File: config.mk
export PLATFORM = sky130hd
export DESIGN_NAME = rr_logging_flow_ctrl_flat
export DESIGN_NICKNAME = d
export VERILOG_FILES = /design/src/rtl/rr_flow_pkg.sv /design/src/rtl/rr_logging_flow_ctrl_if.sv /design/src/rtl/rr_hyst_flag.sv /design/src/rtl/rr_logging_flow_ctrl.sv /design/src/flat_wrapper.sv
export SDC_FILE = /design/constraint.sdc
export NUM_CORES = 1
export LEC_CHECK = 0
export BUFFER_PORTS_ARGS = -buffer_cell sky130_fd_sc_hd__buf_4
export CAP_MARGIN = 20
export CORE_ASPECT_RATIO = 0.8
export CORE_MARGIN = 5
export CORE_UTILIZATION = 40
export CTS_BUF_LIST = sky130_fd_sc_hd__clkbuf_4
export CTS_CLUSTER_DIAMETER = 150
export CTS_CLUSTER_SIZE = 24
export DETAILED_ROUTE_END_ITERATION = 8
export PLACE_DENSITY = 0.64
export SETUP_SLACK_MARGIN = 0.5
export SYNTH_ARGS = -nofsm -noshare
export SYNTH_HDL_FRONTEND = slang
export SYNTH_SLANG_ARGS = --single-unit
File: constraint.sdc
create_clock -name clk -period 3.35 [get_ports clk]
set_input_delay 0.67 -clock clk [delete_from_list [all_inputs] [get_ports clk]]
set_output_delay 0.67 -clock clk [all_outputs]
set_load 0.01 [all_outputs]
File: src/rtl/rr_flow_pkg.sv
// Shared types, defaults and helpers for the record/replay logging flow controller.
package rr_flow_pkg;

   typedef enum logic [1:0] {
      IDLE   = 2'd0,
      RECORD = 2'd1,
      DRAIN  = 2'd2,
      FLUSH  = 2'd3
   } rr_flow_state_t;

   localparam int unsigned DEF_LOGB_CHANNEL_CNT = 4;
   localparam int unsigned DEF_LOGE_CHANNEL_CNT = 4;
   localparam int unsigned DEF_FILL_W           = 10;
   localparam int unsigned DEF_HI_THRESH        = 960;
   localparam int unsigned DEF_LO_THRESH        = 768;
   localparam int unsigned DEF_HYST             = 32;
   localparam int unsigned DEF_OUTST_W          = 16;
   localparam int unsigned STAT_W               = 32;
   localparam int unsigned PC_W                 = 6;

   // Number of set bits in a strobe vector of up to 32 channels.
   function automatic logic [PC_W-1:0] popcount(input logic [31:0] v);
      logic [PC_W-1:0] c;
      c = '0;
      for (int i = 0; i < 32; i++) c = c + PC_W'(v[i]);
      return c;
   endfunction

endpackage

File: src/rtl/rr_logging_flow_ctrl_if.sv
// Logging-bus control interface; define RR_LOG_FLOW_STATS_EN to add the statistics outputs.
interface rr_logging_flow_ctrl_if
   import rr_flow_pkg::*;
#(
   parameter int unsigned LOGB_CHANNEL_CNT = DEF_LOGB_CHANNEL_CNT,
   parameter int unsigned LOGE_CHANNEL_CNT = DEF_LOGE_CHANNEL_CNT,
   parameter int unsigned FILL_W           = DEF_FILL_W,
   parameter int unsigned OUTST_W          = DEF_OUTST_W
);
   logic                        record_start;
   logic                        record_stop;
   logic [LOGB_CHANNEL_CNT-1:0] logb_valid;
   logic [LOGE_CHANNEL_CNT-1:0] loge_valid;
   logic [FILL_W-1:0]           fifo_fill;
   logic                        flush_done;
   logic                        log_enable;
   logic                        logb_almful_hi;
   logic                        logb_almful_lo;
   logic                        flush_req;
   logic                        busy;
   logic [OUTST_W-1:0]          outstanding;
   logic                        err_underflow;
`ifdef RR_LOG_FLOW_STATS_EN
   logic [STAT_W-1:0]           stat_logb_cnt;
   logic [STAT_W-1:0]           stat_loge_cnt;
   logic [STAT_W-1:0]           stat_stall_cycles;
`endif

   modport master (
      output record_start, record_stop, logb_valid, loge_valid, fifo_fill, flush_done,
      input  log_enable, logb_almful_hi, logb_almful_lo, flush_req, busy, outstanding,
             err_underflow
`ifdef RR_LOG_FLOW_STATS_EN
      , input stat_logb_cnt, stat_loge_cnt, stat_stall_cycles
`endif
   );

   modport slave (
      input  record_start, record_stop, logb_valid, loge_valid, fifo_fill, flush_done,
      output log_enable, logb_almful_hi, logb_almful_lo, flush_req, busy, outstanding,
             err_underflow
`ifdef RR_LOG_FLOW_STATS_EN
      , output stat_logb_cnt, stat_loge_cnt, stat_stall_cycles
`endif
   );

endinterface

File: src/rtl/rr_hyst_flag.sv
// Fill-level flag with hysteresis: sets at THRESH, clears below THRESH-HYST.
module rr_hyst_flag #(
   parameter int unsigned W      = 10,
   parameter int unsigned THRESH = 960,
   parameter int unsigned HYST   = 32
) (
   input  logic         clk,
   input  logic         rst_n,
   input  logic [W-1:0] fill,
   output logic         flag
);
   localparam int unsigned CLR_LVL = THRESH - HYST;

   logic        flag_q, flag_d;
   logic [31:0] fill_ext;

   assign fill_ext = 32'(fill);

   always_comb begin
      flag_d = flag_q;
      if (fill_ext >= THRESH)       flag_d = 1'b1;
      else if (fill_ext < CLR_LVL)  flag_d = 1'b0;
   end

   always_ff @(posedge clk or negedge rst_n) begin
      if (!rst_n) flag_q <= 1'b0;
      else        flag_q <= flag_d;
   end

   assign flag = flag_q;

endmodule

File: src/rtl/rr_logging_flow_ctrl.sv
// Record/replay logging-bus controller: session FSM, outstanding tracking, back-pressure.
// Optional statistics counters are compiled in with RR_LOG_FLOW_STATS_EN.
module rr_logging_flow_ctrl
   import rr_flow_pkg::*;
#(
   parameter int unsigned LOGB_CHANNEL_CNT = DEF_LOGB_CHANNEL_CNT,
   parameter int unsigned LOGE_CHANNEL_CNT = DEF_LOGE_CHANNEL_CNT,
   parameter int unsigned FILL_W           = DEF_FILL_W,
   parameter int unsigned HI_THRESH        = DEF_HI_THRESH,
   parameter int unsigned LO_THRESH        = DEF_LO_THRESH,
   parameter int unsigned HYST             = DEF_HYST,
   parameter int unsigned OUTST_W          = DEF_OUTST_W
) (
   input logic                  clk,
   input logic                  rst_n,
   rr_logging_flow_ctrl_if.slave bus
);
   localparam int unsigned SUM_W = OUTST_W + 2;

   rr_flow_state_t              state_q, state_d;
   logic                        log_enable_q, log_enable_d;
   logic                        flush_req_q, flush_req_d;
   logic                        busy_q, busy_d;
   logic                        err_underflow_q, err_underflow_d;
   logic [OUTST_W-1:0]          outstanding_q, outstanding_d;
   logic                        start_sess;
   logic [SUM_W-1:0]            sum_up, sum_diff;
   logic [LOGB_CHANNEL_CNT-1:0] logb_v;
   logic [LOGE_CHANNEL_CNT-1:0] loge_v;
   logic [PC_W-1:0]             pc_b, pc_e;
   logic                        almful_hi, almful_lo;
   logic [FILL_W-1:0]           fill;

   assign logb_v = bus.logb_valid;
   assign loge_v = bus.loge_valid;
   assign fill   = bus.fifo_fill;
   assign pc_b   = popcount(32'(logb_v));
   assign pc_e   = popcount(32'(loge_v));

   // Session FSM and outstanding counter; strobes count only while log_enable is set.
   always_comb begin
      state_d         = state_q;
      outstanding_d   = outstanding_q;
      err_underflow_d = err_underflow_q;
      start_sess      = 1'b0;
      sum_up          = '0;
      sum_diff        = '0;

      case (state_q)
         IDLE:    if (bus.record_start) begin
                     state_d    = RECORD;
                     start_sess = 1'b1;
                  end
         RECORD:  if (bus.record_stop) state_d = DRAIN;
         DRAIN:   if (outstanding_q == '0 && !(|logb_v) && !(|loge_v)) state_d = FLUSH;
         FLUSH:   if (bus.flush_done) state_d = IDLE;
         default: state_d = IDLE;
      endcase

      if (start_sess) begin
         outstanding_d   = '0;
         err_underflow_d = 1'b0;
      end else if (log_enable_q) begin
         sum_up   = SUM_W'(outstanding_q) + SUM_W'(pc_b);
         sum_diff = sum_up - SUM_W'(pc_e);
         if (sum_up < SUM_W'(pc_e)) begin
            outstanding_d   = '0;
            err_underflow_d = 1'b1;
         end else if (sum_diff[SUM_W-1:OUTST_W] != '0) begin
            outstanding_d = '1;
         end else begin
            outstanding_d = sum_diff[OUTST_W-1:0];
         end
      end

      log_enable_d = (state_d == RECORD) || (state_d == DRAIN);
      flush_req_d  = (state_d == FLUSH);
      busy_d       = (state_d != IDLE);
   end

   always_ff @(posedge clk or negedge rst_n) begin
      if (!rst_n) begin
         state_q         <= IDLE;
         log_enable_q    <= 1'b0;
         flush_req_q     <= 1'b0;
         busy_q          <= 1'b0;
         err_underflow_q <= 1'b0;
         outstanding_q   <= '0;
      end else begin
         state_q         <= state_d;
         log_enable_q    <= log_enable_d;
         flush_req_q     <= flush_req_d;
         busy_q          <= busy_d;
         err_underflow_q <= err_underflow_d;
         outstanding_q   <= outstanding_d;
      end
   end

   rr_hyst_flag #(.W(FILL_W), .THRESH(HI_THRESH), .HYST(HYST)) u_hyst_hi (
      .clk(clk), .rst_n(rst_n), .fill(fill), .flag(almful_hi)
   );

   rr_hyst_flag #(.W(FILL_W), .THRESH(LO_THRESH), .HYST(HYST)) u_hyst_lo (
      .clk(clk), .rst_n(rst_n), .fill(fill), .flag(almful_lo)
   );

   assign bus.log_enable     = log_enable_q;
   assign bus.flush_req      = flush_req_q;
   assign bus.busy           = busy_q;
   assign bus.outstanding    = outstanding_q;
   assign bus.err_underflow  = err_underflow_q;
   assign bus.logb_almful_hi = almful_hi;
   assign bus.logb_almful_lo = almful_lo;

`ifdef RR_LOG_FLOW_STATS_EN
   logic [STAT_W-1:0] stat_logb_q, stat_logb_d;
   logic [STAT_W-1:0] stat_loge_q, stat_loge_d;
   logic [STAT_W-1:0] stat_stall_q, stat_stall_d;

   // Beat and stall counters; wrap naturally, cleared when a session starts.
   always_comb begin
      stat_logb_d  = stat_logb_q;
      stat_loge_d  = stat_loge_q;
      stat_stall_d = stat_stall_q;
      if (start_sess) begin
         stat_logb_d  = '0;
         stat_loge_d  = '0;
         stat_stall_d = '0;
      end else if (log_enable_q) begin
         stat_logb_d = stat_logb_q + STAT_W'(pc_b);
         stat_loge_d = stat_loge_q + STAT_W'(pc_e);
         if (almful_hi) stat_stall_d = stat_stall_q + STAT_W'(1);
      end
   end

   always_ff @(posedge clk or negedge rst_n) begin
      if (!rst_n) begin
         stat_logb_q  <= '0;
         stat_loge_q  <= '0;
         stat_stall_q <= '0;
      end else begin
         stat_logb_q  <= stat_logb_d;
         stat_loge_q  <= stat_loge_d;
         stat_stall_q <= stat_stall_d;
      end
   end

   assign bus.stat_logb_cnt     = stat_logb_q;
   assign bus.stat_loge_cnt     = stat_loge_q;
   assign bus.stat_stall_cycles = stat_stall_q;
`endif

endmodule

File: src/flat_wrapper.sv
// flat-port wrapper written by rule: the top's interface ports become plain ports
module rr_logging_flow_ctrl_flat import rr_flow_pkg::*;
#(
   parameter int unsigned LOGB_CHANNEL_CNT = DEF_LOGB_CHANNEL_CNT,
   parameter int unsigned LOGE_CHANNEL_CNT = DEF_LOGE_CHANNEL_CNT,
   parameter int unsigned FILL_W           = DEF_FILL_W,
   parameter int unsigned HI_THRESH        = DEF_HI_THRESH,
   parameter int unsigned LO_THRESH        = DEF_LO_THRESH,
   parameter int unsigned HYST             = DEF_HYST,
   parameter int unsigned OUTST_W          = DEF_OUTST_W
)
  (clk, rst_n, bus_record_start, bus_record_stop, bus_logb_valid, bus_loge_valid, bus_fifo_fill, bus_flush_done, bus_log_enable, bus_logb_almful_hi, bus_logb_almful_lo, bus_flush_req, bus_busy, bus_outstanding, bus_err_underflow);
  rr_logging_flow_ctrl_if #(.LOGB_CHANNEL_CNT(LOGB_CHANNEL_CNT), .LOGE_CHANNEL_CNT(LOGE_CHANNEL_CNT), .FILL_W(FILL_W), .OUTST_W(OUTST_W)) bus_i ();
  input logic clk;
  input logic rst_n;
  input wire logic [$bits(bus_i.record_start)-1:0] bus_record_start;
  input wire logic [$bits(bus_i.record_stop)-1:0] bus_record_stop;
  input wire logic [$bits(bus_i.logb_valid)-1:0] bus_logb_valid;
  input wire logic [$bits(bus_i.loge_valid)-1:0] bus_loge_valid;
  input wire logic [$bits(bus_i.fifo_fill)-1:0] bus_fifo_fill;
  input wire logic [$bits(bus_i.flush_done)-1:0] bus_flush_done;
  output wire logic [$bits(bus_i.log_enable)-1:0] bus_log_enable;
  output wire logic [$bits(bus_i.logb_almful_hi)-1:0] bus_logb_almful_hi;
  output wire logic [$bits(bus_i.logb_almful_lo)-1:0] bus_logb_almful_lo;
  output wire logic [$bits(bus_i.flush_req)-1:0] bus_flush_req;
  output wire logic [$bits(bus_i.busy)-1:0] bus_busy;
  output wire logic [$bits(bus_i.outstanding)-1:0] bus_outstanding;
  output wire logic [$bits(bus_i.err_underflow)-1:0] bus_err_underflow;
  assign bus_i.record_start = bus_record_start;
  assign bus_i.record_stop = bus_record_stop;
  assign bus_i.logb_valid = bus_logb_valid;
  assign bus_i.loge_valid = bus_loge_valid;
  assign bus_i.fifo_fill = bus_fifo_fill;
  assign bus_i.flush_done = bus_flush_done;
  assign bus_log_enable = bus_i.log_enable;
  assign bus_logb_almful_hi = bus_i.logb_almful_hi;
  assign bus_logb_almful_lo = bus_i.logb_almful_lo;
  assign bus_flush_req = bus_i.flush_req;
  assign bus_busy = bus_i.busy;
  assign bus_outstanding = bus_i.outstanding;
  assign bus_err_underflow = bus_i.err_underflow;
  rr_logging_flow_ctrl #(.LOGB_CHANNEL_CNT(LOGB_CHANNEL_CNT), .LOGE_CHANNEL_CNT(LOGE_CHANNEL_CNT), .FILL_W(FILL_W), .HI_THRESH(HI_THRESH), .LO_THRESH(LO_THRESH), .HYST(HYST), .OUTST_W(OUTST_W)) u_core (.clk(clk), .rst_n(rst_n), .bus(bus_i));
endmodule
==> metrics.txt, run 1 <==
Final Power=roughly 3.2 mW; # Max-Cap Violations=0; TritonCTS Sinks=24; CTS clk-pin slew, worst paths=0.12 ns; TritonCTS Buffers=3; hold crit path type=in2async; syn avg cell area=8.68 µm²; ant diodes=0; hpwl dp=5520 µm; Antenna Violating Nets Remaining=0; Post-synth EDFFs=0; WL per Instance=15.8 µm; H-tree Lvls=1; Die Area=7550 µm²; Syn Nets=313; worst rel slew slack=between 30% and 40%; IO Pins=45; Yosys cell types=64; Max Clock Skew=approximately 0.0032 ns; Final Critical Period=4.09 ns; Rows=25; final core utilization=58.9%; ys flop type=dfrtp_1; IO buf count=39; vias=roughly 2,400; status=finished, violations left; final hold vios=0; fillers=between 400 and 500; Starting Density=40.6%; power per cell area=about 940 nW/µm²; Critical Path RT=3.55 ns; ranking of synthesized cells by area=dfrtp_1 25%, ha_1 7.4%, inv_1 4.3%, a21o_1 4.1%, xnor2_1 3.7%; Reg2Reg Setup Slack=around 0.070 ns; Synth area leader=dfrtp_1; vias in the first global route=2,295; Synth Cell Area=between 2000 and 2500 µm²; Yosys top cell area share=25.5%; failing checks=negative setup slack; Tot GR Track Use=18.9%; tightest hold margin=0.226 ns; non-filler cells, final=446; period utilization=122%; max-slew violations=0; Max Clock Freq=0.245 GHz; total wire length=7040 µm; DRC viols=0; Placed Cells=about 430; Detailed Route Iter0 Violations=125; Setup Crit Path Kind=in2reg; setup_tns=-11.24 ns; clock tree buffer depth=2; final setup vio count=17; DR vias/cell=5.36; dpl ws=-1.13 ns; RSZ-0062 raised after global routing=yes; path depth of the worst reg2reg path=14; antenna violations before repair=0; largest net degree at the start of global routing=25; PnR worst setup slack=-0.735 ns; CP Launch Type=input port; Slew @ Worst Pin=between 0.9 and 1 ns; FF-to-FF End=u_core.bus.outstanding[14]; DR pass1 iterations=4; die height=78.7 µm; Core Area=5820 µm²; Max IR drop VDD=approximately 0.32 mV; share of cells above drive strength 1=41.9%; CP Max Fanout=3; Finished Cell Area=3430 µm²; FFs w/ async S/R, synth=100%; placed cell areas=between 3000 and 4000 µm²; launch point of the worst reg-to-reg path=u_core.bus.outstanding[0]; WP data arrival=4.29 ns; Ys Warns=0; cell count after synthesis=272; Area growth, synth to finish=45.3%; latest clock arrival within the worst-skew pair=roughly 0.31 ns; synthesized flop and latch total=24; Final #Nets=408; Seq/Total Area, Yosys=25.5%; die outline width=95.9 µm; CTS tree=built; Crit. End Element=flop; Clk Tree Root Cell=clkbuf_4; Static Leak=1.66 nW; first-pass GRT wire length=11,300 µm; grt total ovfl=0; routability cong.=0.886
==> final cells by class <==
| type | count | area, µm² | share of cell area [%] |
|---|---|---|---|
| Sequential cell | 24 | 601 | 17.5 |
| Clock buffer | 3 | 22.5 | 0.657 |
| Tap cell | 81 | 101 | 2.96 |
| Inverter | 27 | 114 | 3.32 |
| Multi-Input combinational cell | 208 | 1750 | 50.9 |
| Timing Repair Buffer | 103 | 845 | 24.6 |
==> cell families (layout without fill, tap and decap cells) <==
logic type	after synthesis	in the layout	share of synthesized area [%]
AO/OA/AOI/OAI	89	89	28.2
AND/OR/NAND/NOR	83	84	21.7
buffers and inverters	41	133	7.48
flip-flops	24	24	25.5
adder cells (fa/ha/maj)	18	18	10.8
XOR/XNOR	16	16	5.94
multiplexers	1	1	0.424
==> registers in the layout, indices dropped and copies added, names as in the netlist <==
signal / flops
u_core.bus.err_underflow: 1
u_core.state_q: 2
u_core.bus.busy: 1
u_core.bus.flush_req: 1
u_core.u_hyst_hi.flag: 1
u_core.bus.outstanding: 16
u_core.bus.log_enable: 1
u_core.u_hyst_lo.flag: 1
==> per-layer routing <==
metal,global-route usage [%],wire (µm),vias up
li1,-,-,1189
met1,29.3,3470,1131
met2,29.1,3130,66
met3,0.663,368,5
met4,3.41,61,0
met5,0,0,-
==> where the power goes <==
part / internal, mW / switching (mW) / leakage [nW]
Clock: 0.0421 / 0.0798 / 0.0138
Sequential: 0.397 / 0.195 / 0.309
Combinational: 1.31 / 1.19 / 1.33
==> worst max-delay path: stages <==
cell	delay, ns
buf_8	0.09
inv_8	0.03
ha_4	0.24
inv_2	0.03
fa_1	0.51
inv_2	0.05
ha_4	0.17
fa_2	0.36
xor2_1	0.16
ha_1	0.30
a21o_1	0.22
nor2_1	0.12
o211ai_1	0.12
buf_4	0.16
a22oi_2	0.17
buf_4	0.16
nand3_1	0.07
a41oi_1	0.31
o21ai_2	0.10
a22o_1	0.25
==> how the worst max path moves through the flow <==
stage                            endpoint  slack [ns]              start  cells past startpoint
2_1_floorplan  u_core.bus.outstanding[15]       -0.89  bus_logb_valid[1]                     18
3_3_place_gp    u_core.bus.outstanding[4]       -1.02  bus_logb_valid[1]                     16
6_report       u_core.bus.outstanding[14]       -0.74  bus_logb_valid[1]                     20
3_5_place_dp    u_core.bus.outstanding[9]       -1.13  bus_logb_valid[1]                     18
5_1_grt        u_core.bus.outstanding[14]       -0.89  bus_logb_valid[0]                     20
4_1_cts        u_core.bus.outstanding[15]       -0.66  bus_logb_valid[0]                     20
==> cells in the final DEF, fill, tap and decap left out, types with 3 or more instances in the layout <==
| master | netlist | layout |
|---|---|---|
| a21o_1 | 13 | 13 |
| a21oi_1 | 16 | 8 |
| a21oi_2 | 2 | 10 |
| a22o_1 | 6 | 6 |
| and2_1 | 3 | 3 |
| and3_1 | 4 | 4 |
| and4_1 | 3 | 3 |
| buf_4 | 0 | 92 |
| buf_6 | 2 | 7 |
| clkbuf_4 | 0 | 3 |
| dfrtp_1 | 24 | 24 |
| ha_1 | 14 | 12 |
| inv_1 | 27 | 23 |
| nand2_1 | 10 | 10 |
| nand2b_1 | 3 | 3 |
| nand3_1 | 7 | 7 |
| nand4_1 | 4 | 4 |
| nor2_1 | 17 | 15 |
| nor2b_1 | 3 | 3 |
| nor3_1 | 6 | 6 |
| nor4_1 | 4 | 4 |
| o211ai_1 | 3 | 3 |
| o21a_1 | 5 | 5 |
| o21ai_0 | 12 | 3 |
| o21ai_1 | 5 | 9 |
| o21ai_2 | 1 | 6 |
| xnor2_1 | 10 | 9 |
| xor2_1 | 6 | 6 |
==> repair_timing <==
item	in CTS	in global routing
pin swaps	17	9
gates resized for setup	21	14
cloned	1	1
hold buffers	0	0
setup endpoints to repair	17	17
setup buffers	7	2
==> synthesized netlist by cell type (5+ instances only) <==
cell type,count
ha_1,14
dfrtp_1,24
nand3_1,7
a21oi_1,16
o21a_1,5
nor3_1,6
nand2_1,10
xnor2_1,10
nor2_1,17
xor2_1,6
a21o_1,13
buf_2,6
o21ai_0,12
clkbuf_1,6
o21ai_1,5
a22o_1,6
inv_1,27
(Power assumes the default switching activity.)
==> run 2: changes to the inputs <==
Settings changed: SETUP_SLACK_MARGIN 0.5 to 0.1.
==> run 2 against run 1 <==
  * The flow still finishes with violations (negative setup slack)
  * Clock power about the same
  * Maximum frequency is 0.12% higher
  * First-iteration DRC count is 14% lower
  * Worst hold slack improved by 0.0049 ns
  * Count of clock-buffer cells in the layout unchanged
  * Global-route usage unchanged
==> metrics.txt, run 2 (synthesis results as in run 1) <==
status=finished, violations left (unchanged); failing checks=negative setup slack (unchanged); Post-CTS Hold Buffers=0 (unchanged); max reg flops=16 (unchanged); most frequent cells in the layout=92 x buf_4, 24 x dfrtp_1, 23 x inv_1 (unchanged); Final #Nets=408 (unchanged); Max Clock Skew=0.00297 ns (was 0.00316 ns); dpl ws=-1.13 ns (unchanged); Rows=25 (unchanged); slowest stage cell, crit path=fa_1 (unchanged); launch point of the worst reg-to-reg path=u_core.bus.outstanding[0] (unchanged); register area=601 µm² (unchanged); WP data arrival=4.28 ns (was 4.29 ns); Crit. End Element=flop (unchanged); Core Area=5820 µm² (unchanged); CP cell instances=buf_8 -> inv_6 -> ha_4 -> inv_2 -> fa_1 -> inv_2 -> ha_4 -> fa_2 -> xor2_1 -> ha_1 -> a21o_1 -> nor2_1 -> o211ai_1 -> buf_4 -> a22oi_2 -> buf_4 -> nand3_1 -> a41oi_1 -> o21ai_2 -> a22o_1 (was buf_8 -> inv_8 -> ha_4 -> inv_2 -> fa_1 -> inv_2 -> ha_4 -> fa_2 -> xor2_1 -> ha_1 -> a21o_1 -> nor2_1 -> o211ai_1 -> buf_4 -> a22oi_2 -> buf_4 -> nand3_1 -> a41oi_1 -> o21ai_2 -> a22o_1); Starting Density=40.6% (unchanged); PnR worst setup slack=-0.731 ns (was -0.735 ns); Max IR drop VDD=0.323 mV (was 0.324 mV); Antenna Violating Nets Remaining=0 (unchanged); Max Clock Freq=0.245 GHz (about the same); Setup Crit Path Kind=in2reg (unchanged); Routed met3 length=433 µm (was 368 µm); CTS clk-pin slew, worst paths=0.12 ns (about the same); Static Leak=1.66 nW (about the same); Finished Cell Area=3430 µm² (unchanged); antenna violations before repair=0 (unchanged); met1 WL=3440 µm (was 3470 µm); Detailed Route Iter0 Violations=107 (was 125); Area growth, synth to finish=45.3% (unchanged); IO buf count=39 (unchanged); worst rel slew slack=38.2% (was 37.2%); DR vias/cell=5.37 (was 5.36); clock tree buffer depth=2 (unchanged); final setup vio count=17 (unchanged); DRC viols=0 (unchanged); Die Area=7550 µm² (unchanged); ant diodes=0 (unchanged); hold crit path type=in2async (unchanged); CP Max Fanout=3 (unchanged); share of cells above drive strength 1=41.9% (unchanged); Reg2Reg Setup Slack=0.08 ns (was 0.07 ns); vias in the first global route=2,295 (unchanged); first-pass GRT wire length=11,300 µm (unchanged); placed cell areas=3170 µm² (unchanged); max-slew violations=0 (unchanged); delay of the slowest cell on the worst path=0.51 ns (about the same); area of the multi-input gates=1750 µm² (unchanged); total wire length=7060 µm (was 7040 µm); Placed Cells=432 (unchanged); period utilization=122% (about the same); TritonCTS Sinks=24 (unchanged); max layer used=met4 (unchanged); Slew @ Worst Pin=0.924 ns (was 0.938 ns); CP Launch Type=input port (unchanged); Tot GR Track Use=18.9% (unchanged); hpwl dp=5520 µm (unchanged); final hold vios=0 (unchanged); fillers=496 (was 497); H-tree Lvls=1 (unchanged); die height=78.7 µm (unchanged); IO Pins=45 (unchanged); DR pass1 iterations=4 (unchanged); vias=2,396 (was 2,391); RSZ-0062 raised after global routing=yes (unchanged); routability cong.=0.886 (unchanged); Clk Tree Root Cell=clkbuf_4 (unchanged); WL per Instance=15.8 µm (about the same); Final Critical Period=4.08 ns (was 4.09 ns); path depth of the worst reg2reg path=14 (unchanged); FF-to-FF End=u_core.bus.outstanding[14] (unchanged); largest net degree at the start of global routing=25 (unchanged); # Max-Cap Violations=0 (unchanged); latest clock arrival within the worst-skew pair=0.31 ns (about the same); commonest non-fill, non-tap cell in the layout=buf_4 (unchanged); setup_tns=-11.17 ns (was -11.24 ns); non-filler cells, final=446 (unchanged); TritonCTS Buffers=3 (unchanged); die outline width=95.9 µm (unchanged); power per cell area=935 nW/µm² (was 937 nW/µm²); Routed met2 length=3120 µm (was 3130 µm); CTS tree=built (unchanged); grt total ovfl=0 (unchanged); Critical Path RT=3.55 ns (about the same)
-- run 2: cell counts in the layout (fill, tap and decap cells not counted) --
No cell type changed its count.
-- run 2: power breakdown --
part | total, mW | switching, mW | leakage, nW | internal (mW)
clock network | 0.121 | 0.0789 | 0.0138 | 0.0420
registers | 0.590 | 0.193 | 0.309 | 0.397
logic | 2.49 | 1.19 | 1.33 | 1.31
total | 3.21 | 1.46 | 1.66 | 1.75
-- run 2: routing by layer --
layer / track usage (%) / vias up
met5: 0 / -
met3: 0.663 / 5
met1: 29.3 / 1132
met2: 29.1 / 73
li1: - / 1186
met4: 3.41 / 0
-- run 2: cell type report --
type | instances | share of cell area, %
Multi-Input combinational cell | 208 | 50.9
Timing Repair Buffer | 103 | 24.6
Sequential cell | 24 | 17.5
Inverter | 27 | 3.32
Tap cell | 81 | 2.96
Clock buffer | 3 | 0.657
-- run 2: critical path: cells and delay by family --
family / cells / cell delay (ns)
xor gates and xnor gates: 1 / 0.16
AOI/OAI and AO/OA: 6 / 1.17
adders and majority gates: 5 / 1.59
buffers and inverters: 6 / 0.51
and+or+nand+nor: 2 / 0.19
-- run 2: repair_timing --
| item | in CTS | in global routing |
|---|---|---|
| setup endpoints to repair | 17 | 17 |
| buffers inserted | 7 | 3 |
| gates cloned | 1 | 1 |
| pin swaps | 17 | 11 |
| endpoints found under the hold margin | 0 | 0 |
| gates resized for setup | 21 | 15 |
-- run 2: metrics by stage --
stage / utilization [%] / hold WS (ns) / total power, mW
after CTS: 57.1 / 0.235 / 3.03
after global routing: 58.9 / 0.238 / 3.46
after detailed placement: 54.5 / 0.496 / 2.76
after floorplan: - / 0.374 / 1.94
after global placement: 54.5 / 0.477 / 2.72
final: 58.9 / 0.231 / 3.21
-- run 2: how the worst max path moves through the flow --
stage | start | to | slack, ns | cells past startpoint
finish | bus_logb_valid[0] | u_core.bus.outstanding[14] | -0.73 | 20
global route | bus_logb_valid[0] | u_core.bus.outstanding[14] | -0.89 | 20
CTS | bus_logb_valid[0] | u_core.bus.outstanding[15] | -0.66 | 20
detailed placement | bus_logb_valid[1] | u_core.bus.outstanding[9] | -1.13 | 18
global placement | bus_logb_valid[1] | u_core.bus.outstanding[4] | -1.02 | 16
floorplan | bus_logb_valid[1] | u_core.bus.outstanding[15] | -0.89 | 18
==> run 3: changes to the inputs <==
Settings changed: PLACE_DENSITY 0.64 to not set.
==> run 3 against run 2 <==
  * The run still ends with negative setup slack left
  * Sequential power is 0.7% higher
  * Maximum frequency is 1.7% higher
  * Combinational power rose by 5%
  * Non-clock buffer count rose by 5
  * Setup slack improved by 0.068 ns
  * Cell area is 2.4% higher
  * Wire length is 2.4% higher
  * Die area did not move
  * Count of clock-buffer cells in the layout unchanged
  * Worst hold slack got worse by 0.023 ns
  * Clock power up 11%
  * Global-route usage up 0.28 points
==> metrics.txt, run 3 (synthesis results as in run 1) <==
IO Pins=45 (unchanged); Clock power frac=4.0% (was 3.8%); die outline width=95.9 µm (unchanged); worst setup path start=bus_logb_valid[1] (was bus_logb_valid[0]); first-pass GRT wire length=11,400 µm (was 11,300 µm); CTS clk-pin slew, worst paths=0.14 ns (was 0.12 ns); Max Clock Freq=0.249 GHz (was 0.245 GHz); Detailed Route Iter0 Violations=143 (was 107); CTS tree=built (unchanged); WL per Instance=16.0 µm (was 15.8 µm); Critical Path RT=3.61 ns (was 3.55 ns); WP data arrival=4.27 ns (was 4.28 ns); path depth of the worst reg2reg path=14 (unchanged); worst rel slew slack=44.3% (was 38.2%); Setup Crit Path Kind=in2reg (unchanged); max reg flops=16 (unchanged); CP Launch Type=input port (unchanged); Antenna Violating Nets Remaining=0 (unchanged); worst setup path end=u_core.bus.outstanding[12] (was u_core.bus.outstanding[14]); Final #Nets=413 (was 408); RSZ-0062 raised after global routing=yes (unchanged); DR pass1 iterations=4 (unchanged); launch point of the worst reg-to-reg path=u_core.bus.outstanding[0] (unchanged); Final Critical Period=4.01 ns (was 4.08 ns); max-slew violations=0 (unchanged); vias=2,433 (was 2,396); Tot GR Track Use=19.1% (was 18.9%); clock tree buffer depth=2 (unchanged); fillers=540 (was 496); period utilization=120% (was 122%); Gate power share=78.2% (was 77.8%); FF-to-FF End=u_core.bus.outstanding[12] (was u_core.bus.outstanding[14]); NetSw=1.53 mW (was 1.46 mW); die height=78.7 µm (unchanged); Starting Density=40.6% (unchanged); power per cell area=951 nW/µm² (was 935 nW/µm²); non-filler cells, final=452 (was 446); ant diodes=0 (unchanged); Finished Cell Area=3510 µm² (was 3430 µm²); # Max-Cap Violations=0 (unchanged); Max IR drop VDD=0.416 mV (was 0.323 mV); Final Power=3.34 mW (was 3.21 mW); latest clock arrival within the worst-skew pair=0.33 ns (was 0.31 ns); Placed Cells=433 (was 432); share of cells above drive strength 1=44.5% (was 41.9%); Cell Int Power=1.81 mW (was 1.75 mW); final setup vio count=17 (unchanged); Rows=25 (unchanged); Static Leak=1.70 nW (was 1.66 nW); status=finished, violations left (unchanged); Flop pwr share=17.8% (was 18.4%); most frequent cells in the layout=96 x buf_4, 24 x dfrtp_1, 23 x inv_1 (was 92 x buf_4, 24 x dfrtp_1, 23 x inv_1); H-tree Lvls=1 (unchanged); Die Area=7550 µm² (unchanged); Reg2Reg Setup Slack=0.09 ns (was 0.08 ns); grt total ovfl=0 (unchanged); Slew @ Worst Pin=0.833 ns (was 0.924 ns); DRC viols=0 (unchanged); routability cong.=0.883 (was 0.886); placed cell areas=3180 µm² (was 3170 µm²); Crit. End Element=flop (unchanged); TritonCTS Buffers=3 (unchanged); IO buf count=39 (unchanged); hpwl dp=5510 µm (was 5520 µm); Max Clock Skew=0.0145 ns (was 0.00297 ns); Sw Share=45.9% (was 45.5%); CP Max Fanout=7 (was 3); DR vias/cell=5.38 (was 5.37); TritonCTS Sinks=24 (unchanged); Clk Tree Root Cell=clkbuf_4 (unchanged); failing checks=negative setup slack (unchanged); final hold vios=0 (unchanged); PnR worst setup slack=-0.663 ns (was -0.731 ns); total wire length=7230 µm (was 7060 µm); antenna violations before repair=0 (unchanged); largest net degree at the start of global routing=25 (unchanged); Core Area=5820 µm² (unchanged); vias in the first global route=2,267 (was 2,295); hold crit path type=in2async (unchanged); Area growth, synth to finish=48.8% (was 45.3%); commonest non-fill, non-tap cell in the layout=buf_4 (unchanged)
[run 3: cell type report]
cell class / instances / area (µm²) / share of cell area [%]
clock buffer: 3 / 22.5 / 0.641
timing repair buffer: 108 / 882 / 25.1
sequential: 24 / 601 / 17.1
multi-input combinational: 208 / 1790 / 50.9
inverter: 27 / 114 / 3.24
clock inverter: 1 / 3.75 / 0.107
tap: 81 / 101 / 2.89
[run 3: power groups by stage]
| stage | clock network (mW) | logic (mW) | registers, mW |
|---|---|---|---|
| floorplan | 0 | 1.41 | 0.539 |
| global placement | 0 | 2.14 | 0.583 |
| finish | 0.134 | 2.61 | 0.594 |
| detailed placement | 0 | 2.18 | 0.581 |
| global route | 0.147 | 2.82 | 0.619 |
| CTS | 0.129 | 2.39 | 0.581 |
[run 3: how the worst min path moves through the flow]
stage / from / end / slack [ns] / cells past startpoint
finish: rst_n / u_core.bus.outstanding[9] / 0.21 / 1
global route: rst_n / u_core.bus.outstanding[9] / 0.22 / 1
CTS: rst_n / u_core.bus.outstanding[9] / 0.24 / 1
detailed placement: u_core.bus.err_underflow / u_core.bus.err_underflow / 0.49 / 2
global placement: u_core.bus.err_underflow / u_core.bus.err_underflow / 0.49 / 2
floorplan: rst_n / u_core.bus.busy / 0.37 / 0
[run 3: worst max-delay path, stage by stage]
cell and delay, ns:
buf_8 0.09, inv_8 0.03, ha_4 0.25, inv_2 0.03, fa_1 0.48, inv_2 0.05, ha_4 0.15, fa_2 0.37
xor2_1 0.18, ha_1 0.31, a21o_1 0.19, nor2_1 0.10, o211ai_1 0.15, a22o_1 0.32, buf_6 0.14, o21a_1 0.19
o2bb2ai_4 0.14, buf_12 0.15, a21boi_1 0.13, o2bb2ai_1 0.16
[run 3: stage by stage]
stage / util, % / hold WS [ns] / setup TNS, ns / setup slack, ns
3_5_place_dp: 54.6 / 0.489 / -17.83 / -1.16
5_1_grt: 60.3 / 0.217 / -12.42 / -0.815
6_report: 60.3 / 0.208 / -10.11 / -0.663
2_1_floorplan: - / 0.374 / -13.28 / -0.893
4_1_cts: 57.6 / 0.235 / -10.29 / -0.641
3_3_place_gp: 54.6 / 0.490 / -16.01 / -0.983
[run 3: timing repair]
action,CTS,global route
endpoints found under the setup margin,17,17
cloned,1,1
pin swaps,9,23
buffers inserted,7,6
hold buffers,0,0
resized for setup,19,28
[run 3: layer usage]
layer,vias up,wire (µm),global-route usage [%],part of all wire [%]
met5,-,0,0,0
met4,0,31,4.12,0.43
met3,5,513,1.52,7.1
met2,89,3120,27.5,43
met1,1142,3560,30.7,49
li1,1197,-,-,-
